[src/rtl/axis_arb_pkg.sv]
// Shared definitions for the AXI-stream FIFO arbiter: FSM state encoding
// and the width of the optional per-port packet counters.
package axis_arb_pkg;

    typedef enum logic {
        ST_IDLE = 1'b0,
        ST_PASS = 1'b1
    } arb_state_t;

    localparam int PKT_CNT_W = 16;

endpackage

[src/rtl/rr_select.sv]
// Rotating-priority request selector. Searches upward from (last + 1)
// modulo PORTS and returns the first asserted request. Purely combinational.
module rr_select
    import axis_arb_pkg::*;
#(
    parameter int PORTS = 4,
    localparam int IDX_W = $clog2(PORTS)
) (
    input  logic [PORTS-1:0] i_req,
    input  logic [IDX_W-1:0] i_last,
    output logic             o_valid,
    output logic [IDX_W-1:0] o_index
);

    // Walk candidates from farthest to nearest so the nearest requester
    // after the last grant is the one left standing.
    always_comb begin
        int              w_cand;
        logic [IDX_W-1:0] w_idx;
        o_valid = 1'b0;
        o_index = i_last;
        w_cand  = 0;
        w_idx   = '0;
        for (int k = PORTS; k >= 1; k--) begin
            w_cand = int'(i_last) + k;
            if (w_cand >= PORTS) begin
                w_cand = w_cand - PORTS;
            end
            w_idx = IDX_W'(w_cand);
            if (i_req[w_idx]) begin
                o_valid = 1'b1;
                o_index = w_idx;
            end
        end
    end

endmodule

[src/rtl/axis_fifo_arbiter.sv]
// Round-robin arbiter funnelling PORTS AXI-stream sources into one shared
// FIFO input. Whole packets are passed without interleaving; each packet
// costs one IDLE arbitration cycle.
// Optional feature: define AXIS_ARB_PKT_CNT_EN to add pkt_count, one 16-bit
// wrapping counter of completed packets per port.
module axis_fifo_arbiter
    import axis_arb_pkg::*;
#(
    parameter int PORTS      = 4,
    parameter int DATA_WIDTH = 8
) (
    input  logic                        clk,
    input  logic                        async_rst,
    input  logic [PORTS*DATA_WIDTH-1:0] input_axis_tdata,
    input  logic [PORTS-1:0]            input_axis_tvalid,
    input  logic [PORTS-1:0]            input_axis_tlast,
    input  logic [PORTS-1:0]            input_axis_tuser,
    output logic [PORTS-1:0]            input_axis_tready,
    output logic [DATA_WIDTH-1:0]       output_axis_tdata,
    output logic                        output_axis_tvalid,
    output logic                        output_axis_tlast,
    output logic                        output_axis_tuser,
    input  logic                        output_axis_tready,
    output logic [$clog2(PORTS)-1:0]    grant_index,
    output logic                        busy
`ifdef AXIS_ARB_PKT_CNT_EN
    ,
    output logic [PORTS*PKT_CNT_W-1:0]  pkt_count
`endif
);

    localparam int IDX_W = $clog2(PORTS);

    arb_state_t       r_state;
    arb_state_t       w_state_next;
    logic [IDX_W-1:0] r_grant;
    logic [IDX_W-1:0] w_grant_next;
    logic             w_sel_valid;
    logic [IDX_W-1:0] w_sel_index;
    logic             w_xfer_last;

    rr_select #(
        .PORTS (PORTS)
    ) u_rr_select (
        .i_req   (input_axis_tvalid),
        .i_last  (r_grant),
        .o_valid (w_sel_valid),
        .o_index (w_sel_index)
    );

    // Final beat of the granted packet is accepted by the FIFO this cycle.
    assign w_xfer_last = (r_state == ST_PASS) & input_axis_tvalid[r_grant]
                       & output_axis_tready & input_axis_tlast[r_grant];

    assign grant_index = r_grant;

    // State and grant registers; reset parks the grant on the top port so
    // port 0 is first in line.
    always_ff @(posedge clk or posedge async_rst) begin
        if (async_rst) begin
            r_state <= ST_IDLE;
            r_grant <= IDX_W'(PORTS - 1);
        end else begin
            r_state <= w_state_next;
            r_grant <= w_grant_next;
        end
    end

    // Next-state logic plus the data/handshake muxes toward the FIFO.
    always_comb begin
        w_state_next       = r_state;
        w_grant_next       = r_grant;
        input_axis_tready  = '0;
        output_axis_tdata  = input_axis_tdata[r_grant*DATA_WIDTH +: DATA_WIDTH];
        output_axis_tvalid = 1'b0;
        output_axis_tlast  = 1'b0;
        output_axis_tuser  = 1'b0;
        busy               = 1'b0;
        case (r_state)
            ST_IDLE: begin
                if (w_sel_valid) begin
                    w_state_next = ST_PASS;
                    w_grant_next = w_sel_index;
                end
            end
            ST_PASS: begin
                busy                       = 1'b1;
                output_axis_tvalid         = input_axis_tvalid[r_grant];
                output_axis_tlast          = input_axis_tlast[r_grant];
                output_axis_tuser          = input_axis_tuser[r_grant];
                input_axis_tready[r_grant] = output_axis_tready;
                if (w_xfer_last) begin
                    w_state_next = ST_IDLE;
                end
            end
            default: begin
                w_state_next = ST_IDLE;
            end
        endcase
    end

`ifdef AXIS_ARB_PKT_CNT_EN
    logic [PORTS*PKT_CNT_W-1:0] r_pkt_cnt;

    // Count completed packets per port; 16-bit counters wrap naturally.
    always_ff @(posedge clk or posedge async_rst) begin
        if (async_rst) begin
            r_pkt_cnt <= '0;
        end else begin
            for (int i = 0; i < PORTS; i++) begin
                if (w_xfer_last && (r_grant == IDX_W'(i))) begin
                    r_pkt_cnt[i*PKT_CNT_W +: PKT_CNT_W] <=
                        r_pkt_cnt[i*PKT_CNT_W +: PKT_CNT_W] + 1'b1;
                end
            end
        end
    end

    assign pkt_count = r_pkt_cnt;
`endif

endmodule

[config.mk]
export PLATFORM = sky130hd
export DESIGN_NAME = axis_fifo_arbiter
export DESIGN_NICKNAME = d
export VERILOG_FILES = /design/src/rtl/axis_arb_pkg.sv /design/src/rtl/rr_select.sv /design/src/rtl/axis_fifo_arbiter.sv
export SDC_FILE = /design/constraint.sdc
export NUM_CORES = 1
export LEC_CHECK = 0
export ABC_AREA = 1
export CORE_ASPECT_RATIO = 0.7
export CORE_MARGIN = 1.5
export CORE_UTILIZATION = 33
export DETAILED_ROUTE_END_ITERATION = 12
export PLACE_DENSITY = 0.94
export SLEW_MARGIN = 5
export SYNTH_ARGS = -nofsm -noshare
export SYNTH_HDL_FRONTEND = slang
export SYNTH_SLANG_ARGS = --single-unit
[constraint.sdc]
create_clock -name clk -period 2.9 [get_ports clk]
set_input_delay 0.29 -clock clk [delete_from_list [all_inputs] [get_ports clk]]
set_output_delay 0.29 -clock clk [all_outputs]
set_load 0.02 [all_outputs]
# After elaboration in Yosys (flattened, before gate mapping)
# Index checks and enable logic that the tools add are counted.
word_totals:
  output_inout_bits: 18
  input_bits: 47
  reg_bits: 3
  wordCells: 65
op_classes:
  n_reduce_logical: 3
  order_cmp: 10
  shifts: 1
  n_addsub: 8
  muxes: 36
  bitwise: 5
ops:
  columns: ["cell", "n"]
  rows:
  - ["$shiftx A32 B6 Y8", 1]
  - ["$mux W1", 18]
  - ["$mux W2", 8]
  - ["$lt A2 B3 Y1 const B", 5]
  - ["$bmux W1 S2", 7]
  - ["$ge A3 B3 Y1 const B", 3]
  - ["$sub A2 B1 Y2 const B", 4]
  - ["$add A2 B2 Y3 const B", 2]
  - ["$add A2 B3 Y4 const B", 1]
  - ["$and A4 B4 Y4", 1]
  - ["$ge A4 B3 Y1 const B", 1]
  - ["$mux W4", 1]
  - ["$reduce_bool A4 Y1", 1]
  - ["$add A2 B1 Y3 const B", 1]
  - ["$and A1 B1 Y1", 3]
  - ["$reduce_and A3 Y1", 1]
  - ["$demux W1 S2", 1]
  - ["$ge A2 B1 Y1 const B", 1]
  - ["$pmux W1 S2", 1]
  - ["$logic_and A1 B1 Y1", 1]
  - ["$not A1 Y1", 1]

# Depth between registers and ports, before layout
# Gate-level depths: netlist of the first run.
logic_depth:
  ltp_word: 11
  mapped_depth: 12
  mapped_depth_nobuf: 11

# By module
# Synthesis of the first run repeated with hierarchy kept, for this count alone.
hier_totals:
  hier_cells: 138
  area_unflattened_um2: 747.0
by_module_without_submodules:
  columns: ["mod", "instances", "cells_each", "seq_area_each_um2", "area_per_inst_um2"]
  rows:
  - ["axis_fifo_arbiter", 1, 92, 77.6, 533.0]
  - ["rr_select", 1, 46, 0.0, 214.0]

# Least setup slack after synthesis of the first run
# Ideal clock, no wire load.
synth_path:
  kind: "register to register"
  from: "register r_grant[0], in the netlist grant_index[0]"
  to: "register r_state"
  t_arrival_ns: 1.833
  t_required_ns: 2.740
  setup_slack_ns: 0.907
  path_buffers: 1
  period_less_slack_ns: 1.993
  stages_incl_launch_ff: 12
  cell_sequence: "dfstp_2 -> inv_2 -> clkbuf_1 -> ha_1 -> inv_1 -> nand3_1 -> nand2_1 -> inv_2 -> nor2_4 -> nand2_2 -> nor2_1 -> a21oi_1"
synth_between:
  elab_chain_len: 11
  elab_cells_between_ends: 38
synth_lines:
  columns: ["item", "line", "text"]
  rows:
  - ["start, declared", "axis_fifo_arbiter.sv:36", "logic [IDX_W-1:0] r_grant;"]
  - ["start signal, assigned", "axis_fifo_arbiter.sv:62", "r_grant <= IDX_W'(PORTS - 1);"]
  - ["start signal, assigned", "axis_fifo_arbiter.sv:65", "r_grant <= w_grant_next;"]
  - ["$add A2 B3 Y4", "rr_select.sv:25", "w_cand = int'(i_last) + k;"]
  - ["$ge A4 B3 Y1 or $sub A2 B1 Y2 (tied branches)", "rr_select.sv:26, rr_select.sv:27", null]
  - ["$mux W2", "rr_select.sv:26", "if (w_cand >= PORTS) begin"]
  - ["$bmux W1 S2", "rr_select.sv:30", "if (i_req[w_idx]) begin"]
  - ["$mux W1 (not written as such)", "rr_select.sv:30", null]
  - ["$mux W1 (4 in series)", "rr_select.sv:30", null]
  - ["$mux W1", "axis_fifo_arbiter.sv:81", "if (w_sel_valid) begin"]
  - ["$pmux W1 S2 (*)", "axis_fifo_arbiter.sv:79", "case (r_state)"]
  - ["via w_state_next", "axis_fifo_arbiter.sv:35", "arb_state_t w_state_next;"]
  - ["end signal, assigned", "axis_fifo_arbiter.sv:64", "r_state <= w_state_next;"]
  - ["end, declared", "axis_fifo_arbiter.sv:34", "arb_state_t r_state;"]
# The timed path passes the listed nets; every way through them passes the cells marked *. The select of a mux whose other input is x is not followed.
# A chain may end at the register's enable or synchronous reset.

# Worst setup path after layout of the first run
layout_path:
  from: "register r_grant[1], in the netlist grant_index[1]"
  to: "output output_axis_tlast"
layout_between:
  elab_chain_len: 3
layout_lines:
  columns: ["item", "line", "text"]
  rows:
  - ["$bmux W1 S2", "axis_fifo_arbiter.sv:89", "output_axis_tlast = input_axis_tlast[r_grant];"]
  - ["$mux W1 (not written as such)", "axis_fifo_arbiter.sv:89", null]
  - ["$mux W1", "axis_fifo_arbiter.sv:79", null]
  - ["end, declared", "axis_fifo_arbiter.sv:21", "output logic output_axis_tlast,"]
# No other way between the ends. The select of a mux whose other input is x is not followed.

==> summary.md, run 1 <==
| Metric | Value |
|---|---|
| Outcome | finished, final reports clean |
| Worst setup SP type | register |
| Commonest cells in the netlist | nor2_1 (28), nand2_1 (22), o21ai_0 (18), inv_1 (14) |
| Skew-Pair Late Insertion Delay | 0.23 ns |
| CP cell instances | inv_1 -> nand2_1 -> a21oi_1 -> a211oi_1 -> clkdlybuf4s50_1 |
| Ranking of synthesized cells by area | nor2_1 (14%), o21ai_0 (12%), nand2_1 (11%), dfstp_2 (7.2%), inv_1 (7.2%) |
| Final wirelength | about 2900 um |
| Crit-path max FO | 16 |
| Number of antenna violations at the first check in global routing | 0 |
| 1st-pass router iterations | 4 |
| Syn Inst Count | 132 |
| Leak Pwr | 0.6061 nW |
| TritonCTS clock tree | built |
| GP Congestion | 0.7958 |
| Iter 0 DRT Violations | between 80 and 90 |
| Fin area | between 1000 and 1500 um^2 |
| Row cnt | 13 |
| DPL Wire Length | between 2000 and 2500 um |
| Worst path bufs/invs | 2 |
| RSZ-0062 raised after global routing | false |
| Max Clk Rate | 381.8 MHz |
| Count leader, synth | nor2_1 |
| DIE AREA | 2494 um^2 |
| WS Path Type | register to output port |
| Nets@finish | between 200 and 250 |
| Worst min path class | input port to asynchronous set/reset pin |
| Flops & latches, synth | 3 |
| Post-Syn Nets | roughly 180 |
| Footprint of the multi-input gates | 546.8 um^2 |
| Synthesized cell area | slightly above 700 um^2 |
| Vias in the first global route | 977 |
| Most used flip-flop cell after synthesis | dfstp_2 |
| Biggest area consumer among synthesized cells | nor2_1 |
| Final hold vios | 0 |
| Top delay family on crit path | buffers and inverters |
| Via count | 1,117 |
| Synth Warn # | 0 |
| Post_cts resized | 0 |
| Core region area | 1968 um^2 |
| Area Growth Syn to Fin | 92.41% |
| Via density | 4.987 |
| Final period utilization | 90.31% |
| Aggregate global routing overflow | 0 |
| Initial Util | 36.87% |
| Clock tree buffer depth | 2 |
| WP data required | around 2.6 ns |
| Critical Path AT | between 2 and 2.5 ns |
| Die X | 59.05 um |
| Clock Sinks | 3 |
| Reg clk slew, reported paths | 0.04 ns |
| Critical path's slowest cell | dfstp_2 |
| Ys async rst share | 100.0% |
| Syn_area_per_cell | roughly 5.5 um^2 |
| Seq/Total Area, Yosys | 10.69% |
| Post-CTS Setup Repair Bufs | 0 |
| Worst Tran Pin Value | 0.4703 ns |
| Port bufs | 64 |
| Slew headroom | 68.61% |
| Max-cap violations | 0 |
| # hold bufs at CTS | 0 |
| Critical Path End Type | output port |
| Reg area | 77.57 um^2 |
| DIE HEIGHT | 42.24 um |
| Pin count of the biggest net entering global routing | 29 |
| Fraction of layout instances using a drive strength above 1 | 8.763% |
| Overall Global Routing Usage | 22.97% |
| # diodes | 0 |
| DRC | 0 |
| Ports | 65 |
| Cell Area, Placed | ~1400 um^2 |
| Root Driver | clkbuf_4 |
| Number of CTS-inserted buffers | 3 |
| Post-synth EDFFs | 0 |
| First-pass GRT wire length | 4512 um |
| Final Critical Period | 2.619 ns |
| Cell Pwr Density | 979.0 nW/um^2 |
| Synth unique cells | 23 |
| Skew final | 0.003152 ns |
| Setup TNS Final | 0 ns |
| Max Slew Vio Count | 0 |
| VDD IR max | around 0.46 mV |
| Final Setup Violations | 0 |
| Filler cells | approximately 180 |
| DR WL/cell | 13.12 um |
| Top-area cell type share of the netlist area | 14.48% |
| ANT nets after route | 0 |
| Max H-tree Level | 1 |
| Crit-path max cell delay | 0.67 ns |
routing by layer:
metal | global-route usage [%] | up-vias | part of all wire (%)
met5 | 0 | - | 0
met4 | 6.364 | 0 | 1.4
met3 | 2.469 | 10 | 7.7
met2 | 37.56 | 61 | 48
met1 | 31.62 | 491 | 43
li1 | - | 555 | -
worst reg2reg max path, cell delays in order, from the launching register on:
cell,delay [ns]
dfstp_2,0.67
inv_1,0.29
ha_1,0.41
inv_1,0.09
nand3_1,0.08
nand2_1,0.12
inv_2,0.06
nor2_4,0.10
nand2_2,0.08
nor2_1,0.08
a21oi_1,0.04
final cells by class:
class | count | area share (%)
clock buffers | 4 | 1.882
inverters | 16 | 4.301
multi-input cells | 106 | 39.16
flip-flops and latches | 3 | 5.556
well taps | 30 | 2.688
repair buffers | 65 | 46.42
sequential cells by signal (all words and copies together) (netlist names):
register	count
grant_index	2
r_state	1
power by group:
| group | switching (W) | internal (W) |
|---|---|---|
| clock | 0.0000225 | 0.0000516 |
| sequential | 0.0000629 | 0.0000726 |
| combinational | 0.000664 | 0.000494 |
| total | 0.000749 | 0.000618 |
logic make-up after synthesis:
group / after synthesis / synth area share (%)
and+or+nand+nor: 67 / 42.07
AOI/OAI and AO/OA: 35 / 26.38
buffers and inverters: 23 / 13.97
adders and majority gates: 4 / 6.897
DFF: 3 / 10.69
through the flow:
stage / cells / setup WS [ns] / power [W] / utilization, % / hold WS [ns]
3_5_place_dp: 220 / 0.5407 / 0.001283 / 69.61 / 0.4674
4_1_cts: 224 / 0.2965 / 0.001361 / 70.95 / 0.2260
2_1_floorplan: 132 / 0.9070 / 0.0008654 / - / 0.04219
5_1_grt: 224 / 0.1099 / 0.001470 / 70.95 / 0.2448
6_report: 224 / 0.2811 / 0.001367 / 70.95 / 0.2278
3_3_place_gp: 220 / 0.6216 / 0.001242 / 69.61 / 0.4681
final timing paths:
check                               start                 to  slack, ns  cells after the start
max                        grant_index[1]  output_axis_tlast       0.28                      5
min                             async_rst            r_state       0.23                      2
max reg2reg                grant_index[1]            r_state       0.74                     10
min reg2reg                       r_state            r_state       0.61                      2
max in group asynchronous       async_rst     grant_index[1]       2.46                      2
min in group clk                  r_state            r_state       0.61                      2
cells in the final DEF, fill, tap and decap left out:
cell type and count:
clkdlybuf4s50_1 64, nor2_1 28, nand2_1 22, o21ai_0 18
inv_1 14, nand3_1 8, o22ai_1 8, a21oi_1 6
ha_1 4, nand2_2 3, nand3_2 3, clkbuf_4 3
inv_2 2, dfstp_2 2, nand2_4 1, nor2_4 1
o21ai_1 1, a211oi_1 1, o21ai_2 1, nand4_1 1
clkbuf_1 1, buf_4 1, dfrtp_1 1
Power figures use the tool's default switching activity.
==> inputs of run 2 (changes only) <==
--- a/config.mk
+++ b/config.mk
@@ -10,7 +10,9 @@
 export CORE_MARGIN = 1.5
 export CORE_UTILIZATION = 33
 export DETAILED_ROUTE_END_ITERATION = 12
+export GPL_TIMING_DRIVEN = 0
 export PLACE_DENSITY = 0.94
+export SKIP_CTS_REPAIR_TIMING = 1
 export SLEW_MARGIN = 5
 export SYNTH_ARGS = -nofsm -noshare
 export SYNTH_HDL_FRONTEND = slang
==> summary.md, run 2 (same netlist as run 1, synthesis figures left out) <==
| Metric | Value |
|---|---|
| Outcome | finished, final reports clean |
| Vias in the first global route | 1,085 (+11%) |
| Footprint of the multi-input gates | 546.8 um^2 (unchanged) |
| Place WS | 0.6283 ns (+0.08754 ns) |
| Aggregate global routing overflow | 0 (unchanged) |
| WS Path Type | register to output port |
| Max reg flops | 2 (unchanged) |
| Die X | 59.05 um (unchanged) |
| 1st-pass router iterations | 4 (unchanged) |
| Ports | 65 (unchanged) |
| Cell Pwr Density | 1004 nW/um^2 (+2.6%) |
| GP Congestion | 0.8502 (+6.8%) |
| Iter 0 DRT Violations | 59 (-27%) |
| Row cnt | 13 (unchanged) |
| # placed instances | 226 (+2.7%) |
| Via count | 1,198 (+7.3%) |
| Worst setup SP type | register |
| Slew headroom | 65.99% (-2.6 points) |
| Most frequent cells in the layout | clkdlybuf4s50_1 (64), nor2_1 (28), nand2_1 (22) |
| Most common cell after layout, fill and taps aside | clkdlybuf4s50_1 |
| Cell mode on critical path | nor2_1 |
| Port bufs | 64 (unchanged) |
| Skew final | 0.008136 ns (+0.004984 ns) |
| Via density | 5.209 (+4.5%) |
| Initial Util | 36.87% (unchanged) |
| Max Slew Vio Count | 0 (unchanged) |
| Max Clk Rate | 384.5 MHz (+0.70%) |
| Fraction of layout instances using a drive strength above 1 | 10.50% (+1.7 points) |
| Fin cells | 230 (+2.7%) |
| VDD IR max | 0.4579 mV (-0.96%) |
| DRC | 0 (unchanged) |
| Skew-Pair Late Insertion Delay | 0.23 ns (about the same) |
| Clock tree buffer depth | 2 (unchanged) |
| Worst Tran Pin Value | 0.5101 ns (+0.03976 ns) |
| Crit-path max cell delay | 0.64 ns (-0.03 ns) |
| Critical Path End Type | output port |
| Area Growth Syn to Fin | 97.07% |
| Final period utilization | 89.68% (-0.63 points) |
| WP data required | 2.61 ns (about the same) |
| RSZ-0062 raised after global routing | false |
| Max-cap violations | 0 (unchanged) |
| Setup TNS Final | 0 ns (unchanged) |
| Cell Area, Placed | 1404 um^2 (+2.5%) |
| Final hold vios | 0 (unchanged) |
| Clock Sinks | 3 (unchanged) |
| Final Setup Violations | 0 (unchanged) |
| DIE HEIGHT | 42.24 um (unchanged) |
| Max H-tree Level | 1 (unchanged) |
| # diodes | 0 (unchanged) |
| Root Driver | clkbuf_4 |
| Reg area | 77.57 um^2 (unchanged) |
| Number of antenna violations at the first check in global routing | 0 (unchanged) |
| Final Critical Period | 2.601 ns (-0.01828 ns) |
| Reg clk slew, reported paths | 0.04 ns (about the same) |
| Final wirelength | 3172 um (+7.9%) |
| Number of CTS-inserted buffers | 3 (unchanged) |
| Nets@finish | 252 (+2.4%) |
| DPL Wire Length | 2458 um (+5.2%) |
| Hold WS | 0.2228 ns (-0.005062 ns) |
| Leak Pwr | 0.6276 nW (+3.6%) |
| CP cell instances | buf_6 -> buf_2 -> nor2_1 -> nor2_1 -> o21ai_0 -> a21oi_1 -> clkdlybuf4s50_1 |
| Core region area | 1968 um^2 (unchanged) |
| DIE AREA | 2494 um^2 (unchanged) |
| First-pass GRT wire length | 5037 um (+12%) |
| DR WL/cell | 13.79 um (+5.1%) |
| Pin count of the biggest net entering global routing | 12 (-59%) |
| Fin area | 1430 um^2 (+2.4%) |
| Filler cells | 156 (-11%) |
| ANT nets after route | 0 (unchanged) |
| Crit-path max FO | 10 (-6) |
| Critical path's slowest cell | clkdlybuf4s50_1 |
| TritonCTS clock tree | built |
| Worst min path class | input port to asynchronous set/reset pin |
| Final WS setup | 0.2993 ns (+0.01828 ns) |
| Overall Global Routing Usage | 25.65% (+2.7 points) |
| Critical Path AT | 2.31 ns (-0.02 ns) |
-- run 2: cell count changes in the layout (fill, tap and decap cells not counted) --
cell | previous run | this run
buf_2 | 0 | 3
buf_6 | 0 | 1
clkbuf_1 | 1 | 3
-- run 2: worst paths after layout --
kind / from / endpoint / slack [ns] / depth (start not counted)
setup / recovery: grant_index[0] / output_axis_tuser / 0.30 / 7
hold / removal: async_rst / r_state / 0.22 / 2
setup reg to reg: grant_index[1] / r_state / 0.70 / 11
hold reg to reg: r_state / r_state / 0.63 / 2
max in group asynchronous: async_rst / grant_index[1] / 2.46 / 2
min in group clk: r_state / r_state / 0.63 / 2
-- run 2: layout make-up --
cell class | count | share of cell area, %
multi-input combinational | 106 | 38.23
buffer | 7 | 2.887
clock buffer | 4 | 1.837
timing repair buffer | 64 | 44.79
sequential | 3 | 5.424
tap | 30 | 2.625
inverter | 16 | 4.199
-- run 2: through the flow --
| stage | util, % | power, W |
|---|---|---|
| after floorplan | - | 0.0008654 |
| after global placement | 71.33 | 0.001290 |
| after detailed placement | 71.33 | 0.001334 |
| after CTS | 72.66 | 0.001420 |
| after global routing | 72.66 | 0.001537 |
| final | 72.66 | 0.001436 |
-- run 2: critical path, delay by kind of cell, from the launching register on --
family          cells  cell delay [ns]
simple gates        2             0.20
flops               1             0.58
buf+inv             3             1.01
compound gates      2             0.30
-- run 2: layer usage --
metal	global-route usage (%)	wire length [um]	vias up
li1	-	-	569
met1	30.90	1297	539
met2	47.33	1541	78
met3	4.012	263	12
met4	5.000	70	0
met5	0	0	-
-- run 2: where the power goes --
group | internal (W) | total, W | switching [W]
sequential | 0.0000716 | 0.000105 | 0.0000332
combinational | 0.000522 | 0.00126 | 0.000737
clock | 0.0000515 | 0.0000721 | 0.0000206
total | 0.000646 | 0.00144 | 0.000790
==> inputs of run 3 (changes only) <==
--- a/config.mk
+++ b/config.mk
@@ -6,12 +6,16 @@
 export NUM_CORES = 1
 export LEC_CHECK = 0
 export ABC_AREA = 1
+export CAP_MARGIN = 20
+export CELL_PAD_IN_SITES_DETAIL_PLACEMENT = 0
+export CELL_PAD_IN_SITES_GLOBAL_PLACEMENT = 1
 export CORE_ASPECT_RATIO = 0.7
 export CORE_MARGIN = 1.5
-export CORE_UTILIZATION = 33
+export CORE_UTILIZATION = 20
 export DETAILED_ROUTE_END_ITERATION = 12
 export GPL_TIMING_DRIVEN = 0
-export PLACE_DENSITY = 0.94
+export PLACE_DENSITY = 0.95
+export REMOVE_ABC_BUFFERS = 1
 export SKIP_CTS_REPAIR_TIMING = 1
 export SLEW_MARGIN = 5
 export SYNTH_ARGS = -nofsm -noshare
==> summary.md, run 3 (same netlist as run 1, synthesis figures left out) <==
| Metric | Value |
|---|---|
| Outcome | finished, final reports clean |
| RSZ-0062 raised after global routing | false |
| Max Clk Rate | 363.6 MHz (-5.4%) |
| Clock Sinks | 3 (unchanged) |
| Nets@finish | 245 (-2.8%) |
| Most frequent cells in the layout | clkdlybuf4s50_1 (64), nor2_1 (28), nand2_1 (22) |
| Final hold vios | 0 (unchanged) |
| Max-cap violations | 0 (unchanged) |
| Final Critical Period | 2.751 ns (+0.1498 ns) |
| WP data required | 2.61 ns (about the same) |
| Via density | 4.309 (-17%) |
| Ports | 65 (unchanged) |
| Vias in the first global route | 946 (-13%) |
| Crit-path max FO | 16 (+6) |
| Leak Pwr | 0.6095 nW (-2.9%) |
| Int Power | 0.0006562 W (+1.6%) |
| Fin cells | 243 (+5.7%) |
| Setup TNS Final | 0 ns (unchanged) |
| Core region area | 3491 um^2 (+77%) |
| Initial Util | 20.79% (-16 points) |
| First-pass GRT wire length | 4181 um (-17%) |
| Top delay family on crit path | buffers and inverters |
| Cell Pwr Density | 977.4 nW/um^2 (-2.7%) |
| Sequential Power Share | 12.4% (+5.1 points) |
| TritonCTS clock tree | built |
| Fraction of layout instances using a drive strength above 1 | 8.290% (-2.2 points) |
| Root Driver | clkbuf_8 |
| VDD IR max | 0.2579 mV (-44%) |
| Die X | 75.00 um (+27%) |
| # diodes | 0 (unchanged) |
| Comb power frac | 78.9% (-8.8 points) |
| Place WS | 0.2076 ns (-0.4207 ns) |
| Filler cells | 391 (+150%) |
| # placed instances | 239 (+5.8%) |
| Pin count of the biggest net entering global routing | 33 (+21) |
| DR WL/cell | 10.84 um (-21%) |
| Max Slew Vio Count | 0 (unchanged) |
| Port bufs | 64 (unchanged) |
| Most common cell after layout, fill and taps aside | clkdlybuf4s50_1 |
| Sw power | 0.0007476 W (-5.4%) |
| Skew-Pair Late Insertion Delay | 0.21 ns (-0.02 ns) |
| Critical Path End Type | output port |
| Slew headroom | 62.59% (-3.4 points) |
| DIE AREA | 4004 um^2 (+61%) |
| Worst path bufs/invs | 2 (-1) |
| Final period utilization | 94.85% (+5.2 points) |
| Max H-tree Level | 1 (unchanged) |
| Worst setup SP type | register |
| 1st-pass router iterations | 4 (unchanged) |
| Row cnt | 18 (+5) |
| Critical Path AT | 2.46 ns (+0.15 ns) |
| DRC | 0 (unchanged) |
| Final WS setup | 0.1495 ns (-0.1498 ns) |
| Number of CTS-inserted buffers | 3 (unchanged) |
| Final wirelength | 2635 um (-17%) |
| Clock tree buffer depth | 2 (unchanged) |
| Overall Global Routing Usage | 13.45% (-12 points) |
| DIE HEIGHT | 53.40 um (+26%) |
| Iter 0 DRT Violations | 32 (-46%) |
| Reg clk slew, reported paths | 0.03 ns (about the same) |
| ANT nets after route | 0 (unchanged) |
| Critical path's slowest cell | dfstp_2 |
| CP cell instances | inv_1 -> nand2_1 -> a21oi_1 -> a211oi_1 -> clkdlybuf4s50_1 |
| Final Setup Violations | 0 (unchanged) |
| Via count | 1,047 (-13%) |
| Skew final | 0.0009286 ns (-0.007208 ns) |
| Max reg flops | 2 (unchanged) |
| Tot Pwr | 0.001404 W (-2.2%) |
| DPL Wire Length | 1972 um (-20%) |
| Final Core Density | 41.15% (-32 points) |
| GP Congestion | 0.7708 (-9.3%) |
| Worst Tran Pin Value | 0.5605 ns (+0.05037 ns) |
| Worst min path class | input port to asynchronous set/reset pin |
| Aggregate global routing overflow | 0 (unchanged) |
| Sw Ratio | 53.26% (-1.8 points) |
| Area Growth Syn to Fin | 97.93% |
| Number of antenna violations at the first check in global routing | 0 (unchanged) |
| Clk pwr share | 8.6% (+3.6 points) |
| WS Path Type | register to output port |
| Crit-path max cell delay | 0.70 ns (+0.06 ns) |
[run 3: changes by cell type in the layout (fill, tap and decap cells not counted), sizes merged]
cell / before / now
clkbuf: 6 / 4
buf: 5 / 0
[run 3: per-stage QoR]
stage	area (um^2)	hold slack (ns)
4_1_cts	1433	0.2541
6_report	1436	0.2486
3_3_place_gp	1388	0.4646
2_1_floorplan	684.4	0.04219
3_5_place_dp	1388	0.4770
5_1_grt	1436	0.2795
[run 3: routing by layer]
| layer | GRT usage (%) | part of all wire [%] | vias up |
|---|---|---|---|
| met4 | 3.636 | 0 | 0 |
| met1 | 16.44 | 48 | 455 |
| met3 | 2.095 | 8.4 | 0 |
| met5 | 0 | 0 | - |
| li1 | - | - | 557 |
| met2 | 24.34 | 43 | 35 |
[run 3: power by group through the flow]
stage               logic (W)  clock network (W)  registers, W
floorplan            0.000661                  0      0.000159
global route          0.00122           0.000126      0.000189
detailed placement    0.00111                  0      0.000174
CTS                   0.00111           0.000123      0.000173
finish                0.00111           0.000121      0.000175
global placement      0.00111                  0      0.000172
[run 3: path summary, 6_finish.rpt]
kind                                 from           endpoint  slack (ns)  depth (start not counted)
max                        grant_index[1]  output_axis_tlast        0.15                          5
min                             async_rst            r_state        0.25                          2
max reg2reg                grant_index[0]            r_state        0.60                         10
min reg2reg                       r_state            r_state        0.62                          2
max in group asynchronous       async_rst     grant_index[1]        2.44                          2
min in group clk                  r_state            r_state        0.62                          2
[run 3: worst reg2reg max path: cells and delay by family (launching register included)]
family / cells / cell delay (ns)
AND/OR/NAND/NOR: 5 / 0.47
AO/OA/AOI/OAI: 1 / 0.05
flip-flops: 1 / 0.80
buffers and inverters: 3 / 0.43
adder cells (fa/ha/maj): 1 / 0.42
[run 3: cell type report]
type                    instances  area (um^2)  share of cell area (%)
repair buffers                 64        640.6                   44.60
multi-input cells             106        546.8                   38.07
flip-flops and latches          3        81.33                   5.662
well taps                      50        62.56                   4.355
clock buffers                   4        45.04                   3.136
inverters                      16        60.06                   4.181
